### config.mk
export PLATFORM = sky130hd
export DESIGN_NAME = procyon_cdb_tx_flat
export DESIGN_NICKNAME = d
export VERILOG_FILES = /design/src/rtl/procyon_cdb_tx_if.sv /design/src/rtl/procyon_cdb_tx.sv /design/src/flat_wrapper.sv
export SDC_FILE = /design/constraint.sdc
export NUM_CORES = 1
export LEC_CHECK = 0
export ABC_AREA = 1
export CORE_MARGIN = 1.5
export CORE_UTILIZATION = 36
export DETAILED_ROUTE_END_ITERATION = 8
export PLACE_DENSITY_LB_ADDON = 0.25
export SLEW_MARGIN = 25
export SYNTH_ARGS = -nofsm -noshare
export SYNTH_HDL_FRONTEND = slang
export SYNTH_SLANG_ARGS = --single-unit
### constraint.sdc
create_clock -name clk -period 5.4 [get_ports clk]
set_clock_uncertainty 0.1 [all_clocks]
set_input_delay 0.54 -clock clk [delete_from_list [all_inputs] [get_ports clk]]
set_output_delay 0.54 -clock clk [all_outputs]
set_load 0.005 [all_outputs]
### src/rtl/procyon_cdb_tx_if.sv
// Result-side and CDB-side handshake bundle for one CDB transmit slot.
// slave modport is the slot itself; master is the functional unit / arbiter side.
interface procyon_cdb_tx_if #(
  parameter int OPTN_DATA_WIDTH    = 32,
  parameter int OPTN_ROB_IDX_WIDTH = 5
);
  logic                          i_result_valid;
  logic                          o_result_ready;
  logic [OPTN_DATA_WIDTH-1:0]    i_result_data;
  logic [OPTN_ROB_IDX_WIDTH-1:0] i_result_tag;
  logic                          i_result_redirect;
  logic                          o_cdb_req;
  logic                          i_cdb_gnt;
  logic                          o_cdb_en;
  logic                          o_cdb_redirect;
  logic [OPTN_DATA_WIDTH-1:0]    o_cdb_data;
  logic [OPTN_ROB_IDX_WIDTH-1:0] o_cdb_tag;

  modport slave (
    input  i_result_valid, i_result_data, i_result_tag, i_result_redirect, i_cdb_gnt,
    output o_result_ready, o_cdb_req, o_cdb_en, o_cdb_redirect, o_cdb_data, o_cdb_tag
  );

  modport master (
    output i_result_valid, i_result_data, i_result_tag, i_result_redirect, i_cdb_gnt,
    input  o_result_ready, o_cdb_req, o_cdb_en, o_cdb_redirect, o_cdb_data, o_cdb_tag
  );
endinterface

### src/rtl/procyon_cdb_tx.sv
// Queues completed results and broadcasts one per granted cycle onto the CDB.
// Latency: enqueue N -> request N+1 -> broadcast the cycle after the grant; ready depends on registered count only.
module procyon_cdb_tx #(
  parameter int OPTN_DATA_WIDTH    = 32,
  parameter int OPTN_ROB_IDX_WIDTH = 5,
  parameter int OPTN_TXQ_DEPTH     = 4
) (
  input  logic                  clk,
  input  logic                  rst,
  input  logic                  i_redirect,
  procyon_cdb_tx_if.slave       bus
);
  localparam int PW = $clog2(OPTN_TXQ_DEPTH);
  localparam int CW = PW + 1;

  logic [OPTN_DATA_WIDTH-1:0]    r_data  [OPTN_TXQ_DEPTH];
  logic [OPTN_ROB_IDX_WIDTH-1:0] r_tag   [OPTN_TXQ_DEPTH];
  logic                          r_redir [OPTN_TXQ_DEPTH];

  logic [PW-1:0] r_head;
  logic [PW-1:0] r_tail;
  logic [CW-1:0] r_count;

  logic                          r_cdb_en;
  logic                          r_cdb_redirect;
  logic [OPTN_DATA_WIDTH-1:0]    r_cdb_data;
  logic [OPTN_ROB_IDX_WIDTH-1:0] r_cdb_tag;

  logic w_ready;
  logic w_req;
  logic w_enq;
  logic w_deq;

  // Ready from registered count only, so a full queue refuses even when it drains this cycle.
  assign w_ready = (r_count < CW'(OPTN_TXQ_DEPTH)) & ~rst;
  assign w_req   = (r_count != '0) & ~i_redirect & ~rst;
  assign w_enq   = bus.i_result_valid & w_ready & ~i_redirect;
  assign w_deq   = w_req & bus.i_cdb_gnt;

  always_ff @(posedge clk) begin
    if (w_enq) begin
      r_data[r_tail]  <= bus.i_result_data;
      r_tag[r_tail]   <= bus.i_result_tag;
      r_redir[r_tail] <= bus.i_result_redirect;
    end
  end

  always_ff @(posedge clk) begin
    if (rst) begin
      r_head         <= '0;
      r_tail         <= '0;
      r_count        <= '0;
      r_cdb_en       <= 1'b0;
      r_cdb_redirect <= 1'b0;
      r_cdb_data     <= '0;
      r_cdb_tag      <= '0;
    end else if (i_redirect) begin
      r_head   <= '0;
      r_tail   <= '0;
      r_count  <= '0;
      r_cdb_en <= 1'b0;
    end else begin
      r_cdb_en <= w_deq;
      if (w_deq) begin
        r_cdb_data     <= r_data[r_head];
        r_cdb_tag      <= r_tag[r_head];
        r_cdb_redirect <= r_redir[r_head];
        r_head         <= r_head + PW'(1);
      end
      if (w_enq) begin
        r_tail <= r_tail + PW'(1);
      end
      case ({w_enq, w_deq})
        2'b10:   r_count <= r_count + CW'(1);
        2'b01:   r_count <= r_count - CW'(1);
        default: r_count <= r_count;
      endcase
    end
  end

  assign bus.o_result_ready = w_ready;
  assign bus.o_cdb_req      = w_req;
  assign bus.o_cdb_en       = r_cdb_en;
  assign bus.o_cdb_redirect = r_cdb_redirect;
  assign bus.o_cdb_data     = r_cdb_data;
  assign bus.o_cdb_tag      = r_cdb_tag;
endmodule
### src/flat_wrapper.sv
// flat-port wrapper written by rule: the top's interface ports become plain ports
module procyon_cdb_tx_flat 
#(
  parameter int OPTN_DATA_WIDTH    = 32,
  parameter int OPTN_ROB_IDX_WIDTH = 5,
  parameter int OPTN_TXQ_DEPTH     = 4
)
  (clk, rst, i_redirect, bus_i_result_valid, bus_i_result_data, bus_i_result_tag, bus_i_result_redirect, bus_i_cdb_gnt, bus_o_result_ready, bus_o_cdb_req, bus_o_cdb_en, bus_o_cdb_redirect, bus_o_cdb_data, bus_o_cdb_tag);
  procyon_cdb_tx_if #(.OPTN_DATA_WIDTH(OPTN_DATA_WIDTH), .OPTN_ROB_IDX_WIDTH(OPTN_ROB_IDX_WIDTH)) bus_i ();
  input  logic clk;
  input  logic rst;
  input  logic i_redirect;
  input wire logic [$bits(bus_i.i_result_valid)-1:0] bus_i_result_valid;
  input wire logic [$bits(bus_i.i_result_data)-1:0] bus_i_result_data;
  input wire logic [$bits(bus_i.i_result_tag)-1:0] bus_i_result_tag;
  input wire logic [$bits(bus_i.i_result_redirect)-1:0] bus_i_result_redirect;
  input wire logic [$bits(bus_i.i_cdb_gnt)-1:0] bus_i_cdb_gnt;
  output wire logic [$bits(bus_i.o_result_ready)-1:0] bus_o_result_ready;
  output wire logic [$bits(bus_i.o_cdb_req)-1:0] bus_o_cdb_req;
  output wire logic [$bits(bus_i.o_cdb_en)-1:0] bus_o_cdb_en;
  output wire logic [$bits(bus_i.o_cdb_redirect)-1:0] bus_o_cdb_redirect;
  output wire logic [$bits(bus_i.o_cdb_data)-1:0] bus_o_cdb_data;
  output wire logic [$bits(bus_i.o_cdb_tag)-1:0] bus_o_cdb_tag;
  assign bus_i.i_result_valid = bus_i_result_valid;
  assign bus_i.i_result_data = bus_i_result_data;
  assign bus_i.i_result_tag = bus_i_result_tag;
  assign bus_i.i_result_redirect = bus_i_result_redirect;
  assign bus_i.i_cdb_gnt = bus_i_cdb_gnt;
  assign bus_o_result_ready = bus_i.o_result_ready;
  assign bus_o_cdb_req = bus_i.o_cdb_req;
  assign bus_o_cdb_en = bus_i.o_cdb_en;
  assign bus_o_cdb_redirect = bus_i.o_cdb_redirect;
  assign bus_o_cdb_data = bus_i.o_cdb_data;
  assign bus_o_cdb_tag = bus_i.o_cdb_tag;
  procyon_cdb_tx #(.OPTN_DATA_WIDTH(OPTN_DATA_WIDTH), .OPTN_ROB_IDX_WIDTH(OPTN_ROB_IDX_WIDTH), .OPTN_TXQ_DEPTH(OPTN_TXQ_DEPTH)) u_core (.clk(clk), .rst(rst), .i_redirect(i_redirect), .bus(bus_i));
endmodule
# Yosys cells after proc, flatten, opt, wreduce, memory -nomap -nowiden
# Memories as Yosys holds them, arrays and structs flattened. A register that Yosys moved wholly into a read port is not among the register bits.
# Index checks and enable logic that the tools add are counted.
# totals
regBits,8
latch_bits,0
ram_bits,152
rom_bits,0
input_bits,43
output_inout_bits,41
word_cells,29
mem_count,3
# classes
n_addsub,4
n_mul,0
div,0
order_cmp,1
eq_ne,2
shift,0
muxes,3
n_bitwise,8
n_reduce_logical,4
# mem_list
memory,depth,width,read_ports,rd_clocked_by_memory_dff,wr,line,text
u_core.r_data,4,32,1,1,1,procyon_cdb_tx.sv:16,logic [OPTN_DATA_WIDTH-1:0] r_data [OPTN_TXQ_DEPTH];
u_core.r_tag,4,5,1,1,1,procyon_cdb_tx.sv:17,logic [OPTN_ROB_IDX_WIDTH-1:0] r_tag [OPTN_TXQ_DEPTH];
u_core.r_redir,4,1,1,1,1,procyon_cdb_tx.sv:18,logic r_redir [OPTN_TXQ_DEPTH];
# ops
op,count
AND 1 bit,6
case mux 3 bit (2 select lines),1
adder 2 x 1 -> 2 bit (second input constant),2
adder 3 x 1 -> 3 bit (second input constant),1
< comparator 3 bit (second input constant),1
nonzero test 3 bit,1
subtractor 3 x 1 -> 3 bit (second input constant),1
equality test 2 x 1 -> 1 bit (second input constant),1
equality test 2 bit (second input constant),1
two-way mux 1 bit,2
NOT 1 bit,2
AND reduction 2 bit,1
nonzero test 2 bit,1
OR reduction 2 bit,1

# Logic depth before layout (Yosys ltp)
# Gate-level depths: netlist of the first run.
# logic_depth
word_depth,6
ltp_mapped,13
mapped_depth_nobuf,12

# Worst setup path after synthesis of the first run
# OpenSTA, ideal clock, no wires.
# synth_timing
path_kind,in2reg
from,in i_redirect
to,"mem u_core.r_data[0][0], enable pin"
setup_ps,433
t_arrival_ps,2612
required_ps,4867
path_slack_ps,2254
stages,5
path_buffers,0
cell_sequence,nor2_4 > inv_1 > nor2_1 > inv_1 > nor2_1
# synth_between
elab_chain_cells,4
# synth_lines
item,line,text
"start, declared",flat_wrapper.sv:12,input logic i_redirect;
NOT 1 bit,procyon_cdb_tx.sv:37,assign w_enq = bus.i_result_valid & w_ready & ~i_redirect;
AND 1 bit,procyon_cdb_tx.sv:37,
two-way mux 1 bit,procyon_cdb_tx.sv:41,if (w_enq) begin
two-way mux 1 bit (implied by the code),procyon_cdb_tx.sv:42,r_data[r_tail] <= bus.i_result_data;
"end, declared",procyon_cdb_tx.sv:16,
# No other way between the ends.

# Worst setup path in the final report of the first run
# layout_timing
from,in rst
to,"mem u_core.r_data[0][18], enable pin"
# layout_between
elab_chain_cells,6
# layout_lines
item,line,text
"start, declared",flat_wrapper.sv:11,input logic rst;
NOT 1 bit,procyon_cdb_tx.sv:35,assign w_ready = (r_count < CW'(OPTN_TXQ_DEPTH)) & ~rst;
AND 1 bit,procyon_cdb_tx.sv:35,
AND 1 bit (2 in a row),procyon_cdb_tx.sv:37,
two-way mux 1 bit,procyon_cdb_tx.sv:41,
two-way mux 1 bit (implied by the code),procyon_cdb_tx.sv:42,
# No other way between the ends.

==> impl_results.md, run 1 <==
- Post-Synthesis Cell Area: 0.00823 mm²
- Critical path endpoint category: flop
- Net switching component of the power: 0.000621 W
- Number of buffers created by CTS: 17
- Syn Area/Cell: 9.48 µm²
- Startpoint of the worst-slack reg-to-reg timing path: u_core.r_head[0]
- Share of synthesized area occupied by flip-flops and latches: 66.6%
- Max rail drop VDD: 0.000161 V
- Number of clock sinks: 198
- X dimension of the die: 154 µm
- Clock Power Share: 42.9%
- Run status: finished, final reports clean
- Number of vias in the routed layout: 5355
- DRC errors left: 0
- Share of power burned in registers: 53.8%
- Arr. time, crit path: 2.67 ns
- Crit path to: u_core.r_data[0][18]
- Design Power: 0.00308 W
- Slew headroom: 40.4%
- Cell-internal power: 0.00246 W
- Post-synthesis cell count: 868
- RR Endpoint: u_core.bus.o_cdb_data[22]
- Overall fraction of global-route tracks in use: 14.1%
- Maximum number of pins on one net before global-route repair: 81
- Worst-path clk slew: 0.07 ns
- Tightest Pin Transition: 0.894 ns
- Most frequent cells in the layout: nand2_1 (355), edfxtp_1 (152), inv_1 (129)
- Detailed Route Iter0 Violations: 273
- Cell type contributing the most total cell area after synthesis: edfxtp_1
- Number of input and output port buffers inserted: 83
- Required @ worst endpoint: 5.40 ns
- Core area: 0.0225 mm²
- Antenna violations before repair: 0
- Number of nets at the end of the flow: 990
- Number of top-level pins: 84
- Proportion of power drawn by combinational gates: 3.4%
- Tcrit/Tclk final: 49.5%
- Clock latency at the later pin of the worst-skew pair: 0.43 ns
- Sw Ratio: 20.2%
- Area of the die: 0.0238 mm²
- Total overflow reported by the global router: 0
- Register-to-register path setup slack: 2.99 ns
- Core utilization of the finished layout: 44.6%
- Detailed placer's ending HPWL: 9.98 mm
- Number of pins with negative max-slew slack in the final report: 0
- Final antenna diode count: 0
- Time the final worst path needs with I/O delays and setup: 2.67 ns
- Post-synth net total: 917
- Hold WC Path Type: reg2reg
- Vias in the first global route: 5015
- Critical Path Fanout Max: 21
- Initial DRT Pass Iterations: 4
- Final ANT Viol Nets: 0
- Layout Area Growth over Synthesis: 21.8%
- Fraction of layout cells with a size suffix above 1: 5.56%
- Total negative slack for setup checks: 0 ns
- Clock tree from TritonCTS: yes
- Category of the most critical setup path: in2reg
- Cell depth of the worst flop-to-flop path: 7
- Count of hold buffers inserted by post-cts repair: 0
- Start point of the critical path: rst
- CTS Buffer Depth: 2
- RSZ-0062 raised after global routing: false
- PD cells: 307 mW/mm²
- Leading cell type in the layout, fill and taps excluded: nand2_1
- Achievable frequency: 374 MHz
- Distinct cell type count after synthesis: 21
- Final GP Congestion: 0.709
- Vertical die dimension: 154 µm
- Number of warnings reported in the yosys synthesis log: 0
- Final Hold Vio Count: 0
- Routed wire length per instance: 13.0 µm
- Initial Util: 36.6%
- Synthesized flop and latch total: 198
- Global-route wire length before repair: 25.8 mm
- Setup-violating endpoint count in the final report: 0
- Number of vias per cell: 4.32
- Launching element type of the critical path: input pin
- Most area-consuming cells after synthesis: edfxtp_1 (55%), nand2_1 (16%), dfxtp_1 (11%)
- Total of cells resized after clock tree synthesis: 0
- Leakage: 4.31 nW
- Detailed-route wire length: 16.1 mm
- # Max-Cap Violations: 0
- Portion of synthesized cell area occupied by the leading cell type: 55.5%
- Clock root cell: clkbuf_16
- Num rows: 55
- # H-tree levels: 4
- Worst Hold Slack: 0.405 ns
- Post-CTS Setup Inserts: 0
[flip-flops by register name, summed over array words and instances, names as in the netlist]
| signal | count |
|---|---|
| u_core.bus.o_cdb_data | 32 |
| u_core.bus.o_cdb_redirect | 1 |
| u_core.bus.o_cdb_tag | 5 |
| u_core.bus.o_cdb_en | 1 |
| u_core.r_head | 2 |
| u_core.r_redir | 4 |
| u_core.r_data | 128 |
| u_core.r_count | 3 |
| u_core.r_tag | 20 |
| u_core.r_tail | 2 |
[area by class of cell]
type / count / area, µm²
clock buffer: 19 / 453
timing repair buffer: 92 / 1010
inverter: 132 / 498
fill: 2055 / 12500
multi-input combinational: 500 / 2050
sequential: 198 / 5490
clock inverter: 13 / 170
tap: 285 / 357
[cell families after synthesis]
| group | Yosys count | share of synthesized area [%] |
|---|---|---|
| and+or+nand+nor | 484 | 22.9 |
| DFF | 198 | 66.6 |
| buffers and inverters | 170 | 8.86 |
| adders and majority gates | 6 | 1.00 |
| AOI/OAI and AO/OA | 10 | 0.608 |
[worst min-delay path by stage]
stage / startpoint / endpoint / depth (start not counted)
floorplan: u_core.r_tail[1] / u_core.r_tail[1] / 2
global placement: u_core.bus.o_cdb_data[26] / u_core.bus.o_cdb_data[26] / 4
detailed placement: u_core.bus.o_cdb_data[7] / u_core.bus.o_cdb_data[7] / 4
CTS: u_core.r_tail[1] / u_core.r_tail[1] / 2
global route: u_core.bus.o_cdb_data[30] / u_core.bus.o_cdb_data[30] / 4
finish: u_core.r_tail[1] / u_core.r_tail[1] / 2
[power by group through the flow]
stage	combinational (W)	clock, W	sequential (W)
floorplan	0.0000370	0	0.00169
global placement	0.000103	0	0.00169
detailed placement	0.000105	0	0.00169
CTS	0.000106	0.00135	0.00166
global route	0.000115	0.00142	0.00166
finish	0.000103	0.00132	0.00166
[synthesized netlist by cell type (all sizes together)]
master,number
buf,33
inv,132
nand2,355
a21oi,7
edfxtp,152
dfxtp,46
o21ai,3
or2,1
clkbuf,5
nor2,88
nand3,39
ha,5
nand4,1
fa,1
[critical path: stages]
cell and delay, ns:
clkdlybuf4s50_1 0.49, nor2_4 0.22, inv_1 0.12, nor2_1 0.14
inv_1 0.21, nor2_4 0.53, buf_4 0.42
[through the flow]
stage	instance area, µm²	setup WS [ns]	std cells
2_1_floorplan	8230	2.25	868
3_5_place_dp	9400	2.25	1207
6_report	10000	2.73	1239
4_1_cts	10000	2.71	1239
3_3_place_gp	9250	2.21	1201
5_1_grt	10000	2.55	1239
[layer usage]
metal	track usage (%)	share of wire [%]	vias up
met3	3.53	3.1	14
met2	24.0	49	83
met1	17.4	47	2442
li1	-	-	2816
met4	4.95	1.2	0
met5	0	0	-
Power figures use the tool's default switching activity.
==> run 2: changes to the inputs <==
- clock period: 5.4 -> 2.7 ns (I/O delays scaled with it)
==> impl_results.md, run 2 (synthesis gave the netlist of run 1 again) <==
- Run status: finished, final reports clean
- Clock Power Share: 43.0%
- Area of the die: 0.0238 mm²
- Sum of buffers and inverters on the critical path: 3
- Worst-path clk slew: 0.07 ns
- Maximum number of pins on one net before global-route repair: 81
- PD cells: 617 mW/mm²
- Worst Hold Slack: 0.369 ns
- Detailed-route wire length: 16.3 mm
- Number of input and output port buffers inserted: 83
- Critical-path cell with the highest stage delay: clkdlybuf4s50_1
- Post-route design area: 0.0100 mm²
- Routed wire length per instance: 13.1 µm
- Slew headroom: 42.4%
- Core area: 0.0225 mm²
- Design Power: 0.00617 W
- Proportion of power drawn by combinational gates: 3.3%
- Max rail drop VDD: 0.000346 V
- Clock latency at the later pin of the worst-skew pair: 0.43 ns
- Total of cells resized after clock tree synthesis: 0
- Leakage: 4.31 nW
- Cell-internal power: 0.00488 W
- Most frequent cells in the layout: nand2_1 (355), edfxtp_1 (152), inv_1 (129)
- CTS Buffer Depth: 2
- Crit-path most repeated cell: clkdlybuf4s50_1
- Post-CTS Setup Inserts: 0
- Launching element type of the critical path: input pin
- Most flops, register: u_core.r_data
- Vias in the first global route: 5114
- Number of buffers created by CTS: 17
- # Max-Cap Violations: 0
- # H-tree levels: 4
- Number of clock sinks: 198
- Layout Area Growth over Synthesis: 21.6%
- DRC errors left: 0
- Detailed Route Iter0 Violations: 269
- Setup-violating endpoint count in the final report: 0
- Max reg flops: 128
- Hold WC Path Type: in2reg
- Clock root cell: clkbuf_16
- Number of nets at the end of the flow: 994
- Category of the most critical setup path: in2out
- Final Hold Vio Count: 0
- Post-Place Cell Area: 0.00939 mm²
- Achievable frequency: 468 MHz
- Final antenna diode count: 0
- Final setup slack of the worst path: 0.565 ns
- Final ANT Viol Nets: 0
- Arr. time, crit path: 1.76 ns
- Antenna violations before repair: 0
- Required @ worst endpoint: 2.33 ns
- Total overflow reported by the global router: 0
- RSZ-0062 raised after global routing: false
- Clock tree from TritonCTS: yes
- Leading cell type in the layout, fill and taps excluded: nand2_1
- Initial Util: 36.6%
- Num rows: 55
- Overall fraction of global-route tracks in use: 14.4%
- Number of top-level pins: 84
- Count of filler cells inserted in the layout: 2082
- Delay of the slowest cell on the worst path: 0.51 ns
- Global-route wire length before repair: 26.2 mm
- X dimension of the die: 154 µm
- Largest delay share family, worst path: buffers and inverters
- Number of pins with negative max-slew slack in the final report: 0
- Critical Path Fanout Max: 8
- Critical path endpoint category: primary output
- Register-to-register path setup slack: 0.73 ns
- Count of hold buffers inserted by post-cts repair: 0
- Tcrit/Tclk final: 79.1%
- Setup slack after placement: 0.220 ns
- Vertical die dimension: 154 µm
- Worst-path cell chain: clkdlybuf4s50_1, nor2_4, inv_1, a21oi_1, clkdlybuf4s50_1
- Net switching component of the power: 0.00129 W
- Tightest Pin Transition: 0.864 ns
- Number of vias in the routed layout: 5390
- Time the final worst path needs with I/O delays and setup: 2.13 ns
- Share of power burned in registers: 53.6%
- Detailed placer's ending HPWL: 9.20 mm
- Number of vias per cell: 4.34
- Sw Ratio: 20.9%
- Final GP Congestion: 0.742
- Fraction of layout cells with a size suffix above 1: 5.95%
- Initial DRT Pass Iterations: 4
-- run 2: cell count changes in the layout (fill, tap and decap cells not counted) --
| cell | before | now |
|---|---|---|
| buf_12 | 0 | 5 |
| inv_8 | 1 | 2 |
| clkinv_4 | 1 | 0 |
| buf_4 | 3 | 8 |
| clkbuf_8 | 2 | 0 |
| clkinvlp_4 | 5 | 4 |
| inv_6 | 2 | 5 |
| buf_8 | 1 | 0 |
| buf_16 | 5 | 0 |
-- run 2: final timing paths --
path	endpoint	cells past startpoint	start
setup / recovery	bus_o_cdb_req	5	rst
hold / removal	u_core.r_tail[0]	3	bus_i_result_valid
setup reg to reg	u_core.r_count[2]	12	u_core.r_count[2]
hold reg to reg	u_core.bus.o_cdb_data[26]	4	u_core.bus.o_cdb_data[26]
-- run 2: metrics by stage --
stage	TNS [ns]	util [%]	std cells
after floorplan	-26.71	-	868
after global placement	0	41.7	1211
after detailed placement	0	41.7	1211
after CTS	0	44.5	1243
after global routing	0	44.5	1243
final	0	44.5	1243
-- run 2: worst min-delay path, delay by kind of cell --
| family | cells | cell delay (ns) |
|---|---|---|
| AND/OR/NAND/NOR | 1 | 0.11 |
| buffers and inverters | 1 | 0.40 |
| AO/OA/AOI/OAI | 1 | 0.09 |
-- run 2: final cells by class --
| cell class | count | area, µm² | share of cell area, % |
|---|---|---|---|
| tap | 285 | 357 | 3.56 |
| timing repair buffer | 96 | 991 | 9.90 |
| clock inverter | 15 | 191 | 1.91 |
| sequential | 198 | 5490 | 54.9 |
| inverter | 132 | 498 | 4.98 |
| multi-input combinational | 500 | 2050 | 20.5 |
| clock buffer | 17 | 425 | 4.25 |
-- run 2: routing by layer --
layer  up-vias  wire length (µm)  share of wire (%)  GRT usage, %
li1       2820                 -                  -             -
met1      2469              7420                 46          17.5
met2        86              8070                 50          25.1
met3        15               581                3.6          2.94
met4         0               209                1.3          5.27
met5         -                 0                  0             0
-- run 2: power by group through the flow --
| stage | sequential (W) | clock (W) | combinational [W] |
|---|---|---|---|
| floorplan | 0.00338 | 0 | 0.0000741 |
| global placement | 0.00338 | 0 | 0.000205 |
| detailed placement | 0.00338 | 0 | 0.000208 |
| CTS | 0.00331 | 0.00271 | 0.000210 |
| global route | 0.00331 | 0.00281 | 0.000231 |
| finish | 0.00331 | 0.00266 | 0.000206 |
==> run 3: changes to the inputs <==
- clock period: 2.7 -> 2.2 ns (I/O delays scaled with it)
==> impl_results.md, run 3 (synthesis gave the netlist of run 1 again) <==
- Run status: finished, final reports clean
- Detailed placer's ending HPWL: 9.46 mm
- Hold WC Path Type: in2reg
- Final Hold Vio Count: 0
- Total negative slack for setup checks: 0 ns
- Instance count after placement with tap cells included: 1220
- DRC errors left: 0
- Clock latency at the later pin of the worst-skew pair: 0.42 ns
- Final antenna diode count: 0
- Count of hold buffers inserted by post-cts repair: 0
- Slew headroom: 45.0%
- Post-CTS Setup Inserts: 0
- Cell depth of the worst flop-to-flop path: 12
- Number of vias per cell: 4.34
- Number of vias in the routed layout: 5432
- Core area: 0.0225 mm²
- Antenna violations before repair: 0
- Register-to-register path setup slack: 0.23 ns
- Max reg flops: 128
- Arr. time, crit path: 1.70 ns
- CTS Buffer Depth: 2
- Worst-path clk slew: 0.07 ns
- Number of clock sinks: 198
- Category of the most critical setup path: in2out
- Core utilization of the finished layout: 44.8%
- Setup-violating endpoint count in the final report: 0
- Number of buffers created by CTS: 17
- Detailed-route wire length: 16.2 mm
- Number of input and output port buffers inserted: 83
- Detailed Route Iter0 Violations: 253
- Overall fraction of global-route tracks in use: 14.3%
- Global-route wire length before repair: 26.2 mm
- X dimension of the die: 154 µm
- Total of cells resized after clock tree synthesis: 0
- Count of filler cells inserted in the layout: 2102
- Leakage: 4.34 nW
- Maximum number of pins on one net before global-route repair: 81
- Initial Util: 36.6%
- Critical path endpoint category: primary output
- Max rail drop VDD: 0.000500 V
- Required @ worst endpoint: 1.88 ns
- # H-tree levels: 4
- Number of pins with negative max-slew slack in the final report: 0
- Critical Path Fanout Max: 6
- Achievable frequency: 494 MHz
- # Max-Cap Violations: 0
- Num rows: 55
- Layout Area Growth over Synthesis: 22.4%
- Most flops, register: u_core.r_data
- Leading cell type in the layout, fill and taps excluded: nand2_1
- Tightest Pin Transition: 0.824 ns
- Total overflow reported by the global router: 0
- RSZ-0062 raised after global routing: false
- Vias in the first global route: 5088
- Final GP Congestion: 0.737
- Time the final worst path needs with I/O delays and setup: 2.02 ns
- Launching element type of the critical path: input pin
- Initial DRT Pass Iterations: 4
- PD cells: 721 mW/mm²
- Vertical die dimension: 154 µm
- Tcrit/Tclk final: 91.9%
- Number of top-level pins: 84
- Area of the die: 0.0238 mm²
- Number of nets at the end of the flow: 1003
- Fraction of layout cells with a size suffix above 1: 6.51%
- Clock root cell: clkbuf_16
- Clock tree from TritonCTS: yes
- Routed wire length per instance: 13.0 µm
- Most frequent cells in the layout: nand2_1 (355), edfxtp_1 (152), inv_1 (129)
- Final ANT Viol Nets: 0
- Hold depth: 1
- Post-layout instance count excluding filler cells: 1252
[run 3: cell count changes in the layout (fill, tap and decap cells not counted)]
cell,before,now
clkinv_2,1,2
buf_12,5,10
clkinvlp_4,4,3
inv_8,2,1
clkinv_1,0,2
inv_6,5,3
clkinv_4,0,2
bufinv_16,3,1
buf_4,8,12
clkbuf_1,0,1
[run 3: critical path, cell delays in order]
cell             delay [ns]
clkdlybuf4s50_1        0.46
nor2_4                 0.19
inv_1                  0.08
buf_4                  0.14
a21oi_1                0.11
clkdlybuf4s50_1        0.51
[run 3: cell type report]
cell class / instances / area [µm²] / area share, %
Multi-Input combinational cell: 500 / 2050 / 20.4
Timing Repair Buffer: 105 / 1120 / 11.1
Clock buffer: 18 / 429 / 4.26
Sequential cell: 198 / 5490 / 54.5
Tap cell: 285 / 357 / 3.54
Clock inverter: 14 / 125 / 1.24
Inverter: 132 / 498 / 4.94
[run 3: where the power goes]
part           internal [W]  switching [W]  total (W)
Clock               0.00157        0.00136    0.00293
Sequential          0.00405      0.0000104    0.00407
Combinational      0.000127       0.000137   0.000265
Total               0.00575        0.00151    0.00726
[run 3: path summary, 6_finish.rpt]
check,startpoint,endpoint
max,rst,bus_o_cdb_req
min,bus_i_result_redirect,u_core.r_redir[0]
max reg2reg,u_core.r_count[2],u_core.r_count[2]
min reg2reg,u_core.r_tail[1],u_core.r_tail[1]
[run 3: per-stage QoR]
step	hold WS [ns]	power (W)	setup slack [ns]	area (µm²)
3_5_place_dp	0.397	0.00442	-0.119	9520
4_1_cts	0.314	0.00733	0.167	10100
3_3_place_gp	0.398	0.00441	-0.0909	9520
6_report	0.335	0.00726	0.178	10100
5_1_grt	0.318	0.00752	0.0136	10100
2_1_floorplan	0.219	0.00424	-0.626	8230
[run 3: per-layer routing]
| layer | vias to the layer above | global-route usage [%] | part of all wire, % |
|---|---|---|---|
| met2 | 116 | 24.2 | 49 |
| met5 | - | 0 | 0 |
| met1 | 2476 | 18.3 | 45 |
| li1 | 2832 | - | - |
| met4 | 0 | 5.22 | 1.2 |
| met3 | 8 | 2.97 | 4.4 |
